--- src/rtl/fp16_pkg.sv ---
// fp16_pkg: shared binary16 field widths, constants and classification helper.
package fp16_pkg;
    localparam int FP16_EXP_W  = 5;
    localparam int FP16_MANT_W = 10;
    localparam int FP16_BIAS   = 15;
    localparam logic [15:0] FP16_QNAN = 16'h7E00;

    typedef enum logic [2:0] {FP_ZERO, FP_SUB, FP_NORM, FP_INF, FP_NAN} fp16_class_e;

    function automatic fp16_class_e fp16_classify(input logic [15:0] x);
        logic [FP16_EXP_W-1:0] e;
        logic [FP16_MANT_W-1:0] m;
        e = x[FP16_MANT_W +: FP16_EXP_W];
        m = x[FP16_MANT_W-1:0];
        return (&e) ? ((|m) ? FP_NAN : FP_INF) :
               (e == '0) ? ((|m) ? FP_SUB : FP_ZERO) : FP_NORM;
    endfunction
endpackage

--- src/rtl/fp16_unpack.sv ---
// fp16_unpack: splits a binary16 value into sign, class, significand and effective exponent.
module fp16_unpack
    import fp16_pkg::*;
(
    input  logic [15:0]              x,
    output logic                     sign,
    output fp16_class_e              cls,
    output logic [FP16_MANT_W:0]     m,
    output logic [FP16_EXP_W-1:0]    e_eff
);
    logic denorm;
    assign sign   = x[15];
    assign cls    = fp16_classify(x);
    assign denorm = (cls == FP_ZERO) || (cls == FP_SUB);
    assign m      = {!denorm, x[FP16_MANT_W-1:0]};
    assign e_eff  = denorm ? FP16_EXP_W'(1) : x[FP16_MANT_W +: FP16_EXP_W];
endmodule

--- src/rtl/fp16_to_fixed.sv ---
// fp16_to_fixed: two-stage valid/ready converter from binary16 to signed fixed point,
// round-to-nearest-even with saturation and NaN flagging.
module fp16_to_fixed
    import fp16_pkg::*;
#(
    parameter int OUT_W  = 24,
    parameter int FRAC_W = 12
) (
    input  logic             clk,
    input  logic             rst,
    input  logic             in_valid,
    output logic             in_ready,
    input  logic [15:0]      in_data,
    output logic             out_valid,
    input  logic             out_ready,
    output logic [OUT_W-1:0] out_data,
    output logic             out_ovf,
    output logic             out_nan,
    output logic             out_inexact
);
    // Wide enough for an 11-bit significand shifted by the largest legal left shift.
    localparam int WW = OUT_W + 16;
    localparam logic [WW-1:0]    LIM   = WW'(1) << (OUT_W - 1);
    localparam logic [OUT_W:0]   MAXP  = {2'b00, {(OUT_W-1){1'b1}}};
    localparam logic [OUT_W:0]   MAXN  = {2'b01, {(OUT_W-1){1'b0}}};
    localparam logic [OUT_W-1:0] SAT_P = {1'b0, {(OUT_W-1){1'b1}}};
    localparam logic [OUT_W-1:0] SAT_N = {1'b1, {(OUT_W-1){1'b0}}};

    logic                    sign;
    fp16_class_e             cls;
    logic [FP16_MANT_W:0]    m;
    logic [FP16_EXP_W-1:0]   e_eff;

    fp16_unpack u_unpack (
        .x     (in_data),
        .sign  (sign),
        .cls   (cls),
        .m     (m),
        .e_eff (e_eff)
    );

    logic signed [6:0] sh;
    logic [6:0]        rsh;
    logic [3:0]        rn;
    logic [23:0]       rt;
    logic [WW-1:0]     wide;
    logic              ovf1, g1, s1;

    assign sh   = 7'(e_eff) - 7'(FP16_BIAS + FP16_MANT_W) + 7'(FRAC_W);
    assign rsh  = 7'(-sh);
    // Right shifts past 12 all leave only sticky; clamp to keep the shifter narrow.
    assign rn   = (rsh > 7'd13) ? 4'd13 : rsh[3:0];
    assign rt   = {m, 13'b0} >> rn;
    assign wide = sh[6] ? WW'(rt[23:13]) : (WW'(m) << sh[5:0]);
    assign ovf1 = (wide > LIM) || (wide == LIM && !sign);
    assign g1   = sh[6] && rt[12];
    assign s1   = sh[6] && (|rt[11:0]);

    logic             s1_valid, s1_sign, s1_nan, s1_inf, s1_ovf, s1_g, s1_s;
    logic [OUT_W:0]   s1_mag;
    logic             adv1, adv2;

    assign adv2     = !out_valid || out_ready;
    assign adv1     = !s1_valid || adv2;
    assign in_ready = adv1;

    logic             rnd, sat, ovf2, inx2;
    logic [OUT_W:0]   mag_r;
    logic [OUT_W-1:0] data2;

    always_comb begin
        rnd   = s1_g && (s1_s || s1_mag[0]);
        mag_r = s1_mag + (OUT_W+1)'(rnd);
        sat   = s1_inf || s1_ovf || (s1_sign ? (mag_r > MAXN) : (mag_r > MAXP));
        data2 = s1_nan ? '0 : sat ? (s1_sign ? SAT_N : SAT_P) :
                s1_sign ? OUT_W'(-mag_r) : mag_r[OUT_W-1:0];
        ovf2  = !s1_nan && sat;
        inx2  = !s1_nan && !sat && (s1_g || s1_s);
    end

    always_ff @(posedge clk) begin
        if (rst) begin
            s1_valid    <= 1'b0;
            out_valid   <= 1'b0;
            out_data    <= '0;
            out_ovf     <= 1'b0;
            out_nan     <= 1'b0;
            out_inexact <= 1'b0;
        end else begin
            if (adv1) s1_valid <= in_valid;
            if (adv2) out_valid <= s1_valid;
            if (adv2 && s1_valid) begin
                out_data    <= data2;
                out_ovf     <= ovf2;
                out_nan     <= s1_nan;
                out_inexact <= inx2;
            end
        end
    end

    always_ff @(posedge clk) begin
        if (adv1 && in_valid) begin
            s1_sign <= sign;
            s1_nan  <= cls == FP_NAN;
            s1_inf  <= cls == FP_INF;
            s1_ovf  <= ovf1;
            s1_mag  <= wide[OUT_W:0];
            s1_g    <= g1;
            s1_s    <= s1;
        end
    end
endmodule

--- config.mk ---
export PLATFORM = sky130hd
export DESIGN_NAME = fp16_to_fixed
export DESIGN_NICKNAME = d
export VERILOG_FILES = /design/src/rtl/fp16_pkg.sv /design/src/rtl/fp16_unpack.sv /design/src/rtl/fp16_to_fixed.sv
export SDC_FILE = /design/constraint.sdc
export NUM_CORES = 1
export LEC_CHECK = 0
export CAP_MARGIN = 20
export CORE_MARGIN = 2
export CORE_UTILIZATION = 40
export CTS_CLUSTER_SIZE = 24
export DETAILED_ROUTE_END_ITERATION = 8
export SLEW_MARGIN = 20
export SYNTH_ARGS = -nofsm -noshare
export SYNTH_HDL_FRONTEND = slang
export SYNTH_SLANG_ARGS = --single-unit
--- constraint.sdc ---
create_clock -name clk -period 5.76 [get_ports clk]
set_clock_uncertainty 0.15 [all_clocks]
set_input_delay 1.152 -clock clk [delete_from_list [all_inputs] [get_ports clk]]
set_output_delay 1.152 -clock clk [all_outputs]
set_load 0.005 [all_outputs]
# Word-level counts from Yosys, hierarchy flattened
# Index checks and enable logic that the tools add are counted.
dict set report totals {
  regBits 60
  latch_bits 0
  ramBits 0
  mem_bits_ro 0
  input_bits 20
  out_inout_bits 29
  word_cells 68
  n_memories 0
}
dict set report classes {
  addsub 5
  n_mul 0
  div_mod_pow 0
  n_lt_le_gt_ge 4
  n_eq_ne 4
  shifts 2
  mux 12
  n_bitwise 0
  reduce_logical 28
}
# cell n
set op_table {}
lappend op_table {{24-bit 2-to-1 mux} 4}
lappend op_table {{40-bit by 24-bit == test with 1-bit output, second input constant} 1}
lappend op_table {{40-bit by 24-bit > comparator with 1-bit output, second input constant} 1}
lappend op_table {{40-bit 2-to-1 mux} 1}
lappend op_table {{11-bit by 6-bit left shift with 40-bit output} 1}
lappend op_table {{25-bit by 1-bit adder with 25-bit output} 1}
lappend op_table {{25-bit by 23-bit > comparator with 1-bit output, second input constant} 1}
lappend op_table {{25-bit by 24-bit > comparator with 1-bit output, second input constant} 1}
lappend op_table {{24-bit negation} 1}
lappend op_table {{24-bit by 4-bit right shift with 24-bit output} 1}
lappend op_table {{12-bit OR reduction} 1}
lappend op_table {{10-bit OR reduction} 1}
lappend op_table {{1-bit logical AND} 9}
lappend op_table {{3-bit 2-to-1 mux} 3}
lappend op_table {{1-bit logical OR} 8}
lappend op_table {{6-bit by 5-bit adder with 7-bit output, second input constant} 1}
lappend op_table {{7-bit by 4-bit > comparator with 1-bit output, second input constant} 1}
lappend op_table {{7-bit negation} 1}
lappend op_table {{1-bit zero test} 6}
lappend op_table {{5-bit by 5-bit subtractor with 6-bit output, second input constant} 1}
lappend op_table {{5-bit zero test} 1}
lappend op_table {{5-bit 2-to-1 mux} 1}
lappend op_table {{5-bit AND reduction} 1}
lappend op_table {{4-bit 2-to-1 mux} 1}
lappend op_table {{5 further kinds} 6}

# Depth between registers and ports, before layout
dict set report depth {
  depth_word 17
  ltp_mapped 17
  ltp_nobuf 14
}

# Modules after synthesis
# From an unflattened synthesis, not the netlist that was laid out.
dict set report hier_totals {
  hier_cells 856
  area_unflattened_um2 6683.9
}
# mod n_inst cells_per_inst area_each_um2 seq_area_each_um2
set modules_own_cells {}
lappend modules_own_cells {fp16_to_fixed 1 827 6485.0 1511.4}
lappend modules_own_cells {fp16_unpack 1 29 198.9 0.0}

# Worst setup path before layout
# Ideal clock, no wire load.
dict set report synth_path {
  kind {in2reg}
  start {input port in_data[13]}
  end {register s1_s (data pin)}
  setup_ns 0.263
  t_arrival_ns 4.582
  required_time_ns 5.347
  path_slack_ns 0.765
  path_stages 16
  n_path_buf 2
  cell_sequence {buf_6 -> nor4_4 -> or2_4 -> buf_6 -> inv_2 -> ha_1 -> nor2b_1 -> a2bb2oi_1 -> nand2_1 -> xnor2_2 -> nor3_2 -> mux2_2 -> a22oi_1 -> nand3_1 -> o41ai_2 -> a21oi_1}
}
dict set report synth_between {
  elab_chain_len 14
  word_cells_on_any_way 17
  cone_classes {3 x add/sub; 1 x order compare; 1 x eq/ne; 1 x shift; 4 x mux; 7 x reduce/logical}
}
# item line_no
set synth_rtl {}
lappend synth_rtl {{start: declaration} fp16_to_fixed.sv:13} ;# input logic [15:0] in_data,
lappend synth_rtl {{5-bit zero test} fp16_pkg.sv:16} ;# (e == '0) ? ((|m) ? FP_SUB : FP_ZERO) : FP_NORM;
lappend synth_rtl {{3-bit 2-to-1 mux} fp16_pkg.sv:16}
lappend synth_rtl {{3-bit 2-to-1 mux} fp16_pkg.sv:15} ;# return (&e) ? ((|m) ? FP_NAN : FP_INF) :
lappend synth_rtl {{3-bit by 1-bit == test with 1-bit output / 3-bit zero test (equally long branches)} fp16_unpack.sv:14} ;# assign denorm = (cls == FP_ZERO) || (cls == FP_SUB);
lappend synth_rtl {{1-bit logical OR} fp16_unpack.sv:14}
lappend synth_rtl {{5-bit 2-to-1 mux} fp16_unpack.sv:16} ;# assign e_eff = denorm ? FP16_EXP_W'(1) : x[FP16_MANT_W +: FP16_EXP_W];
lappend synth_rtl {{5-bit by 5-bit subtractor with 6-bit output} fp16_to_fixed.sv:49} ;# assign sh = 7'(e_eff) - 7'(FP16_BIAS + FP16_MANT_W) + 7'(FRAC_W);
lappend synth_rtl {{6-bit by 5-bit adder with 7-bit output} fp16_to_fixed.sv:49}
lappend synth_rtl {{7-bit negation} fp16_to_fixed.sv:50} ;# assign rsh = 7'(-sh);
lappend synth_rtl {{7-bit by 4-bit > comparator with 1-bit output} fp16_to_fixed.sv:52} ;# assign rn = (rsh > 7'd13) ? 4'd13 : rsh[3:0];
lappend synth_rtl {{4-bit 2-to-1 mux} fp16_to_fixed.sv:52}
lappend synth_rtl {{24-bit by 4-bit right shift with 24-bit output} fp16_to_fixed.sv:53} ;# assign rt = {m, 13'b0} >> rn;
lappend synth_rtl {{12-bit OR reduction} fp16_to_fixed.sv:57} ;# assign s1 = sh[6] && (|rt[11:0]);
lappend synth_rtl {{1-bit logical AND *} fp16_to_fixed.sv:57}
lappend synth_rtl {{named net s1} fp16_to_fixed.sv:47} ;# logic ovf1, g1, s1;
lappend synth_rtl {{end signal: assignment} fp16_to_fixed.sv:109} ;# s1_s <= s1;
lappend synth_rtl {{end: declaration} fp16_to_fixed.sv:59} ;# logic s1_valid, s1_sign, s1_nan, s1_inf, s1_ovf, s1_g, s1_s;
# Mark *: on every way through the listed nets, which the timed path passes. The rest lies on a longest branch.
# A chain may end at the register's enable or synchronous reset.

# Worst setup path in the final report
dict set report layout_path {
  start {input port in_data[11]}
  end {register s1_s (data pin)}
}
# Same word-level chain as after synthesis.

==> impl_results.md <==
* Post-layout util at 0.480
* CP startpoint: in_data[11]
* Cell leakage power at about 2.2 nW
* Layout cells sized above 1 at 0.114
* Max-cap violations at 0
* Worst slew pin tran at about 1000 ps
* Clk sinks at 60
* Post-synthesis area per instance at roughly 7.8 um2
* Peak VDD IR at 0.103 mV
* Tot Pwr at 1.51 mW
* Final WS setup at between 500 and 600 ps
* Die Ht at about 120 um
* Async SR Flop Fraction at 0
* Count of cell types in the netlist at 96
* Number of synthesized flops with an enable pin at 31
* Core Box Area at 14000 um2
* Drt drc at 0
* Die extent in x at 124 um
* Post-DR wirelength/cell at roughly 18 um
* DPL Wire Length at ~13 mm
* Tcrit/Tclk final at 0.900
* Hold Crit Class: flop to flop
* Max Fclk at 193 MHz
* CTS tree: yes
* Site row count at 43
* Initial Util at 0.412
* Nets at 795
* Slew margin rel. at 0.321
* Req. time, crit path at between 5000 and 6000 ps
* First-pass DRT Iterations at 5
* RSZ-0062 raised after global routing: false
* Area fraction of the dominant cell type after synthesis at 0.161
* Crit Path Category: input port to flop
* Placer Congestion at roughly 0.95
* Mapped Cells at about 740
* CP max FO at 11
* Setup TNS at 0 ps
* Element type at the critical path end: flop
* Syn_nets at 767
* Die ar. at about 15000 um2
* Largest net degree at the start of global routing at 32
* Final hold viol count at 0
* Most common cell after layout, fill and taps aside: nand2_1
* Routed Antenna Nets at 0
* Fin. max-slew vios at 0
* FF+latch count, synth at 60
* Worst slack at placement at between 200 and 300 ps
* Number of setup violations in the final report at 0
* Crit Reg-Reg Startpoint: s1_s$_DFFE_PP_
* Worst-path clk slew at approximately 50 ps
* N_diodes at 0
* GRT Total Usage at 0.224
* Minimum clock period at 5180 ps
* Mapped cell area at ~5800 um2
* GRT Residual Overflow at 0
* First-pass GRT wire length at 27.3 mm
* Hold_ws at between 200 and 300 ps
* Setup crit start kind: input port
* Status: complete, no violations
* Root Buffer: clkbuf_16
* I/O pin total at just under 50
* Vias/cell at approximately 6.0
* Synth warn at 0
* CTS max path bufs at 2
* CP Data Arrival Time at between 5000 and 6000 ps
* DRT iter0 DRCs at ~410
* Post-CTS Setup Repair Bufs at 0
* Initial antenna violation count at 0
* Commonest non-fill, non-tap cells in the layout: nand2_1 (78), a21oi_1 (66), nor2_1 (58), o21ai_0 (57), clkdlybuf4s50_1 (48)
* Most used DFF post-synth: edfxtp_1
* Post-CTS Resized at 0
* Area grow syn2layout at 16.3%
* Cts hold-fix bufs at 0
* Vias in the first global route at ~5.4k
* PD cells at 225 nW/um2
* Clk Latency, worst-skew pair at approximately 330 ps
* Largest area contributor in the netlist: edfxtp_1
* Final wirelength at approximately 17 mm
* Hold_sp: out_data[19]$_SDFFE_PP0P_
* # H-tree levels at 3
* IO Port Bufs at between 40 and 50
* CTS Buf Count at 9
* Seq/Total Area, Yosys at 0.262
* Via count at approximately 5.7k
* Synth area leaders: edfxtp_1 (16%), dfxtp_1 (10%), a21oi_1 (5.7%)
[state kept, by name, summed over array words and instances, names as in the netlist]
signal	flops
s1_g	1
s1_sign	1
s1_nan	1
s1_mag	25
s1_inf	1
out_inexact	1
s1_valid	1
s1_ovf	1
out_ovf	1
out_nan	1
out_valid	1
s1_s	1
out_data	24
[report_power, final]
| part | switching, mW | leakage [nW] | internal (mW) |
|---|---|---|---|
| sequential | 0.0354 | 0.550 | 0.486 |
| clock | 0.181 | 0.137 | 0.331 |
| combinational | 0.283 | 1.55 | 0.193 |
| total | 0.499 | 2.24 | 1.01 |
[critical path, stage by stage]
cell             delay [ps]
clkdlybuf4s50_1         460
nor4_4                  400
or2_4                   190
inv_2                    30
ha_1                    240
nor2b_1                 220
a2bb2oi_1               330
nand2_1                 220
xnor2_2                 240
or3_1                   560
mux2_2                  340
a2bb2oi_2               170
o221ai_2                120
o41ai_2                 320
a21oi_1                 100
[through the flow]
stage | cells | cell area [um2]
CTS | 954 | 6710
detailed placement | 938 | 6410
finish | 954 | 6710
global placement | 938 | 6410
floorplan | 741 | 5770
global route | 954 | 6710
[per-layer routing]
layer / vias to the layer above / GRT usage / wire [um]
li1: 2823 / - / -
met1: 2639 / 0.265 / 7180
met2: 194 / 0.392 / 8150
met5: - / 0 / 0
met4: 0 / 0.118 / 792
met3: 54 / 0.0325 / 673
[synthesized netlist by cell type (16+ instances only)]
cell type and count:
a21oi_1 66, clkbuf_1 32, dfxtp_1 29, edfxtp_1 31
inv_1 17, nand2_1 78, nand3_1 25, nor2_1 58
nor3_1 22, o21ai_0 57, xnor2_1 35, xor2_1 16
[area by class of cell]
type / instances / area (um2)
fill: 1409 / 7280
timing repair buffer: 73 / 668
inverter: 19 / 71.3
clock inverter: 7 / 67.6
clock buffer: 9 / 225
sequential: 60 / 1510
multi-input combinational: 606 / 3940
tap: 180 / 225
[logic make-up after synthesis]
| logic type | count (synthesis) | share of synthesized area |
|---|---|---|
| simple gates | 279 | 0.255 |
| buf+inv | 75 | 0.0566 |
| xor+xnor | 52 | 0.0802 |
| fa+ha+maj | 7 | 0.0147 |
| compound gates | 246 | 0.278 |
| flops | 60 | 0.262 |
| mux | 22 | 0.0531 |
[worst paths after layout]
path	endpoint	slack, ps	cells past startpoint
worst max register to register	out_data[6]$_SDFFE_PP0P_	1150	13
worst max-delay path	s1_s$_DFFE_PP_	580	15
worst min register to register	out_data[19]$_SDFFE_PP0P_	300	2
worst min-delay path	out_data[19]$_SDFFE_PP0P_	300	2
(Power assumes the default switching activity.)
